===== config.mk =====
export PLATFORM = sky130hd
export DESIGN_NAME = thermal_sensor_conditioner
export DESIGN_NICKNAME = d
export VERILOG_FILES = /design/src/rtl/thermal_pkg.sv /design/src/rtl/thermal_mavg.sv /design/src/rtl/thermal_sensor_conditioner.sv
export SDC_FILE = /design/constraint.sdc
export NUM_CORES = 1
export LEC_CHECK = 0
export CORE_MARGIN = 3
export CORE_UTILIZATION = 58
export DETAILED_ROUTE_END_ITERATION = 8
export HOLD_SLACK_MARGIN = 0.12
export PLACE_DENSITY_LB_ADDON = 0.12
export SYNTH_ARGS = -nofsm -noshare
export SYNTH_HDL_FRONTEND = slang
export SYNTH_SLANG_ARGS = --single-unit

===== constraint.sdc =====
create_clock -name clk -period 8.7 [get_ports clk]
set_input_delay 0.87 -clock clk [delete_from_list [all_inputs] [get_ports clk]]
set_output_delay 0.87 -clock clk [all_outputs]
set_load 0.02 [all_outputs]

===== src/rtl/thermal_pkg.sv =====
// Shared types, constants and helpers for the thermal sensor conditioning path.
package thermal_pkg;

    typedef enum logic [1:0] {FILL, RUN, STALE} thermal_state_e;

    localparam int unsigned TEMP_FRAC_BITS = 4;
    localparam int unsigned CAL_CODE_W     = 12;

    function automatic logic [7:0] sat_u8(input logic signed [15:0] v);
        if (v < 16'sd0) begin
            return 8'd0;
        end else if (v > 16'sd255) begin
            return 8'd255;
        end
        return v[7:0];
    endfunction

endpackage


===== src/rtl/thermal_mavg.sv =====
// Moving-average accumulator: circular tap buffer, running sum and fill count.
module thermal_mavg
    import thermal_pkg::*;
#(
    parameter int unsigned NUM_TAPS = 8,
    localparam int unsigned IDX_W   = $clog2(NUM_TAPS),
    localparam int unsigned SUM_W   = CAL_CODE_W + IDX_W
) (
    input  logic                  clk,
    input  logic                  reset,
    input  logic                  clear_i,
    input  logic                  push_i,
    input  logic [CAL_CODE_W-1:0] data_i,
    output logic [SUM_W-1:0]      sum_o,
    output logic                  fill_last_o
);

    localparam int unsigned CNT_W = IDX_W + 1;
    localparam logic [CNT_W-1:0] FULL_CNT = CNT_W'(NUM_TAPS);
    localparam logic [CNT_W-1:0] LAST_CNT = CNT_W'(NUM_TAPS - 1);

    logic [CAL_CODE_W-1:0] taps_q [NUM_TAPS];
    logic [SUM_W-1:0]      sum_q, sum_d;
    logic [IDX_W-1:0]      idx_q;
    logic [CNT_W-1:0]      count_q;
    logic                  full;

    assign full        = (count_q == FULL_CNT);
    assign fill_last_o = (count_q == LAST_CNT);
    assign sum_o       = sum_q;

    // While filling, the slot being overwritten holds no counted sample.
    always_comb begin
        sum_d = sum_q + SUM_W'(data_i);
        if (full) begin
            sum_d = sum_d - SUM_W'(taps_q[idx_q]);
        end
    end

    always_ff @(posedge clk) begin
        if (reset || clear_i) begin
            sum_q   <= '0;
            idx_q   <= '0;
            count_q <= '0;
        end else if (push_i) begin
            sum_q <= sum_d;
            idx_q <= idx_q + 1'b1;
            if (!full) begin
                count_q <= count_q + 1'b1;
            end
        end
    end

    always_ff @(posedge clk) begin
        if (push_i) begin
            taps_q[idx_q] <= data_i;
        end
    end

endmodule


===== src/rtl/thermal_sensor_conditioner.sv =====
// Calibrates, filters and supervises on-die thermal sensor samples for the power manager.
module thermal_sensor_conditioner
    import thermal_pkg::*;
#(
    parameter int unsigned NUM_TAPS       = 8,
    parameter int unsigned STALE_CYCLES   = 4096,
    parameter int unsigned DEFAULT_TEMP_C = 85
) (
    input  logic        clk,
    input  logic        reset,
    input  logic        sample_valid,
    output logic        sample_ready,
    input  logic [11:0] sample_code,
    input  logic [15:0] cal_gain_q8,
    input  logic [15:0] cal_offset_x16,
    input  logic [7:0]  alarm_hi_c,
    input  logic [7:0]  alarm_lo_c,
    output logic [7:0]  temperature,
    output logic        temp_valid,
    output logic        over_temp,
    output logic        sensor_stale
);

    localparam int unsigned IDX_W  = $clog2(NUM_TAPS);
    localparam int unsigned SUM_W  = CAL_CODE_W + IDX_W;
    localparam int unsigned AVG_W  = CAL_CODE_W - TEMP_FRAC_BITS + 1;
    localparam int unsigned IDLE_W = $clog2(STALE_CYCLES + 1);
    localparam logic [IDLE_W-1:0] IDLE_MAX = IDLE_W'(STALE_CYCLES);
    localparam logic [7:0]        DEF_TEMP = 8'(DEFAULT_TEMP_C);

    thermal_state_e        state_q;
    logic [IDLE_W-1:0]     idle_q;
    logic                  ready_q, valid_q, over_q, stale_q;
    logic [7:0]            temp_q;

    logic                  s0_valid_q, s1_valid_q;
    logic [11:0]           s0_code_q;
    logic [15:0]           s0_gain_q, s0_off_q;
    logic [CAL_CODE_W-1:0] s1_cal_q, cal_clamped;
    logic signed [21:0]    cal_raw;

    logic [SUM_W-1:0]      sum;
    logic                  fill_last;
    logic [AVG_W-1:0]      avg;
    logic [7:0]            avg_c;
    logic                  accept, go_stale;

    assign accept   = sample_valid && ready_q;
    assign go_stale = (state_q != STALE) && !accept && (idle_q == IDLE_MAX);

    always_comb begin
        cal_raw = $signed({2'b00, 20'((28'(s0_code_q) * 28'(s0_gain_q)) >> 8)})
                + $signed({{6{s0_off_q[15]}}, s0_off_q});
        if (cal_raw[21]) begin
            cal_clamped = '0;
        end else if (cal_raw > 22'sd4095) begin
            cal_clamped = '1;
        end else begin
            cal_clamped = cal_raw[CAL_CODE_W-1:0];
        end
    end

    // Round half up: add half an LSB of the output before dividing by taps * 16.
    assign avg   = AVG_W'(({1'b0, sum} + (SUM_W + 1)'(NUM_TAPS * 8)) >> (IDX_W + TEMP_FRAC_BITS));
    assign avg_c = sat_u8($signed(16'(avg)));

    always_ff @(posedge clk) begin
        if (reset) begin
            s0_valid_q <= 1'b0;
            s0_code_q  <= '0;
            s0_gain_q  <= '0;
            s0_off_q   <= '0;
            s1_valid_q <= 1'b0;
            s1_cal_q   <= '0;
        end else begin
            s0_valid_q <= accept;
            if (accept) begin
                s0_code_q <= sample_code;
                s0_gain_q <= cal_gain_q8;
                s0_off_q  <= cal_offset_x16;
            end
            s1_valid_q <= s0_valid_q;
            s1_cal_q   <= cal_clamped;
        end
    end

    thermal_mavg #(
        .NUM_TAPS (NUM_TAPS)
    ) u_mavg (
        .clk         (clk),
        .reset       (reset),
        .clear_i     (go_stale),
        .push_i      (s1_valid_q),
        .data_i      (s1_cal_q),
        .sum_o       (sum),
        .fill_last_o (fill_last)
    );

    always_ff @(posedge clk) begin
        if (reset) begin
            state_q <= FILL;
            idle_q  <= '0;
            ready_q <= 1'b0;
            temp_q  <= DEF_TEMP;
            valid_q <= 1'b0;
            over_q  <= 1'b0;
            stale_q <= 1'b0;
        end else begin
            ready_q <= 1'b1;
            if (accept) begin
                idle_q <= '0;
            end else if (idle_q != IDLE_MAX) begin
                idle_q <= idle_q + 1'b1;
            end

            unique case (state_q)
                FILL:    if (go_stale) state_q <= STALE;
                         else if (s1_valid_q && fill_last) state_q <= RUN;
                RUN:     if (go_stale) state_q <= STALE;
                STALE:   if (accept) state_q <= FILL;
                default: state_q <= FILL;
            endcase

            if (go_stale || state_q == STALE) begin
                temp_q  <= DEF_TEMP;
                valid_q <= 1'b0;
                over_q  <= 1'b1;
                stale_q <= 1'b1;
            end else if (state_q == RUN) begin
                temp_q  <= avg_c;
                valid_q <= 1'b1;
                stale_q <= 1'b0;
                if (avg_c >= alarm_hi_c) begin
                    over_q <= 1'b1;
                end else if (avg_c <= alarm_lo_c) begin
                    over_q <= 1'b0;
                end
            end else begin
                temp_q  <= DEF_TEMP;
                valid_q <= 1'b0;
                stale_q <= 1'b0;
            end
        end
    end

    assign sample_ready = ready_q;
    assign temperature  = temp_q;
    assign temp_valid   = valid_q;
    assign over_temp    = over_q;
    assign sensor_stale = stale_q;

endmodule


==> impl_metrics.json <==
{
  "cts_buffers": 23,
  "syn_to_final_growth_pct": 11.8,
  "final-seq-area_um2": 5080,
  "power.density_nw_per_um2": 141,
  "total_leakage_power_nw": 7.82,
  "setup_viol": 0,
  "fillers": 2165,
  "cp.arrival_ns": 8.49,
  "internal-power_mw": 1.85,
  "die_w_um": 172,
  "netlist_area_um2": 16000,
  "post_cts_resized": 0,
  "antenna_cells": 0,
  "drive_gt1_share_pct": 6.18,
  "yosysTopAreaCell": "edfxtp_1",
  "grt_antenna_before_repair": 0,
  "tns_ns": 0,
  "h-tree-depth": 1,
  "tightest_slew_ns": 1.21,
  "end_kind": "flip-flop",
  "gp_congestion": 0.882,
  "synth_warnings": 0,
  "grt_start_max_net_pins": 52,
  "grt_pass1_vias": 11700,
  "syn_inst": 1660,
  "grt_pass1_wl_um": 58100,
  "worstPathRequired_ns": 9.08,
  "cts_buffer_depth": 3,
  "final.period_utilization_pct": 93.3,
  "synth_edf_count": 96,
  "power.share.clock_pct": 41.6,
  "tritoncts": "built",
  "multiInputGateArea_um2": 9910,
  "outcome": "finished, final reports clean",
  "layout.nets": 2050,
  "wl_per_cell_um": 17.3,
  "fp.coreArea_um2": 27000,
  "synthArstFlopShare_pct": 0,
  "clk_latency_ns": 0.54,
  "vias_per_cell": 5.60,
  "firstDrtPassIters": 5,
  "syn_nets": 1997,
  "clk_pin_slew_ns": 0.07,
  "cp_max_fo": 17,
  "skew_ns": 0.0104,
  "hpwl_um": 27100,
  "die-area_um2": 29600,
  "drc": 0,
  "drt-initial-drc-count": 701,
  "overflow": 0,
  "cts_sinks": 206,
  "rsz0062_at_grt": "false",
  "peakVddDrop_v": 0.000147,
  "path_class": "reg -> reg",
  "yosysUniqueCellTypes": 69,
  "ys_ff_latch": 206,
  "antenna_left": 0,
  "hp-class": "reg -> reg",
  "io-pin-count": 75,
  "switching_share_pct": 26.6,
  "synth_area_leaders": "edfxtp_1 18%, fa_1 18%, dfxtp_1 14%",
  "p_sw_mw": 0.669,
  "hold_buffers": 0,
  "die_y_um": 172,
  "synth_top_area_share_pct": 18.0,
  "finalMaxSlewViolations": 0,
  "portBuffers": 74,
  "period_minus_slack_ns": 8.12,
  "wl_um": 35800,
  "num_vias": 11600,
  "hold_slack_ns": 0.454,
  "start_util_pct": 59.3,
  "rows": 60,
  "synth_ff_type": "dfxtp_1",
  "track_usage_pct": 24.6,
  "syn_area_per_cell_um2": 9.65,
  "p_comb_share_pct": 14.2,
  "slew_headroom_pct": 18.6,
  "sequentialPowerShare_pct": 44.2,
  "critPathLaunchType": "flip-flop",
  "yosysSeqAreaShare_pct": 31.8,
  "post_cts_buffers": 0,
  "max_freq_mhz": 123,
  "drv_cap": 0,
  "hold_violations": 0,
  "cts_root_buf": "clkbuf_16"
}
-- stage by stage --
stage / util (%) / area [um^2] / power, mW / worst slack, ns / instances
after CTS: 66.2 / 17900 / 2.54 / 0.681 / 2071
after floorplan: - / 16000 / 1.37 / 1.44 / 1660
after global routing: 66.2 / 17900 / 2.63 / 0.0704 / 2071
after detailed placement: 63.2 / 17100 / 1.49 / 0.723 / 2029
after global placement: 63.2 / 17100 / 1.48 / 0.908 / 2029
final: 66.2 / 17900 / 2.52 / 0.582 / 2071
-- metal layers --
layer	global-route usage (%)	wire length (um)	part of all wire, %
met2	43.8	18000	50
met3	2.88	1680	4.7
met5	0	0	0
met1	31.4	14900	42
met4	8.23	1240	3.5
-- critical path: stages (launching register included) --
cell and delay, ns:
dfxtp_1 0.70, nand2_1 0.16, fa_1 0.51, fa_1 0.52
inv_1 0.04, ha_1 0.31, fa_1 0.53, inv_1 0.05
fa_1 0.54, inv_1 0.04, ha_1 0.33, a2111oi_0 0.58
o21ai_2 0.23, a21oi_1 0.30, a21oi_1 0.14, o21a_1 0.20
nor2_1 0.12, xnor2_1 0.13, ha_1 0.30, and3_1 0.21
nand2_1 0.07, nand3_1 0.08, a221oi_1 0.34, o31ai_2 0.15
a31oi_1 0.20, mux2_2 0.38, nor4_4 0.60, a21oi_1 0.17
-- cells by family after synthesis --
kind of cell	after synthesis	share of synthesized area, %
compound gates	249	9.71
flops	206	31.7
simple gates	542	15.3
fa+ha+maj	274	28.1
xor+xnor	72	3.94
buf+inv	271	6.42
mux	46	4.80
-- worst paths after layout --
check / start / to / slack (ns) / depth (start not counted)
worst max-delay path: s0_code_q[4] / s1_cal_q[10] / 0.58 / 27
worst min-delay path: s0_valid_q / s1_valid_q / 0.45 / 1
worst max register to register: s0_code_q[4] / s1_cal_q[10] / 0.58 / 27
worst min register to register: s0_valid_q / s1_valid_q / 0.45 / 1
-- power groups by stage --
| stage | clock network, mW | registers (mW) | logic, mW |
|---|---|---|---|
| 2_1_floorplan | 0 | 1.10 | 0.277 |
| 3_3_place_gp | 0 | 1.13 | 0.348 |
| 3_5_place_dp | 0 | 1.13 | 0.354 |
| 4_1_cts | 1.07 | 1.11 | 0.358 |
| 5_1_grt | 1.11 | 1.12 | 0.403 |
| 6_report | 1.05 | 1.11 | 0.357 |
-- placed cells by master, fill, tap and decap left out, types with 24 or more instances in the layout --
master	netlist	layout
xnor2_1	42	42
and2_1	62	61
ha_1	132	132
xor2_1	30	30
clkbuf_16	0	24
inv_1	202	202
nor2_1	86	86
mux4_2	24	24
edfxtp_1	96	96
clkdlybuf4s50_1	0	73
a21oi_1	112	112
nand2_1	282	281
dfxtp_1	110	110
fa_1	142	142
o21ai_0	41	41
-- final cells by class --
type / count / area share, %
Tap cell: 341 / 2.38
Sequential cell: 206 / 28.4
Timing Repair Buffer: 97 / 5.07
Inverter: 202 / 4.24
Multi-Input combinational cell: 1183 / 55.3
Clock inverter: 9 / 0.790
Clock buffer: 33 / 3.77
-- state kept, by name, indices dropped and copies added, names as in the netlist, 2 cells and up, named ones only --
| name | flops |
|---|---|
| u_mavg.idx_q | 3 |
| s1_cal_q | 12 |
| s0_gain_q | 16 |
| temperature | 8 |
| state_q | 2 |
| s0_off_q | 16 |
| u_mavg.taps_q | 96 |
| idle_q | 13 |
| u_mavg.count_q | 4 |
| s0_code_q | 12 |
| u_mavg.sum_o | 15 |
-- cell usage after synthesis, types with 3 or more instances --
master and instances:
or3_1 7, and3_1 8, xor2_1 30, nor2_1 86, mux2i_1 18, o21a_1 11, o21bai_1 7, nor2b_1 13
and2_1 62, inv_1 202, mux2_2 3, a31oi_1 8, o21ai_0 41, edfxtp_1 96, nand4_1 7, nand3_1 22
a211oi_1 10, clkbuf_1 58, fa_1 142, ha_1 132, mux4_2 24, a21o_1 19, o211ai_1 6, a311oi_1 3
xnor2_1 42, buf_1 7, nand2_1 282, a21oi_1 112, nor3_1 22, dfxtp_1 110, a211o_1 4, nand2b_1 15
nor4_1 3, or2_2 4
(Power assumes the default switching activity.)
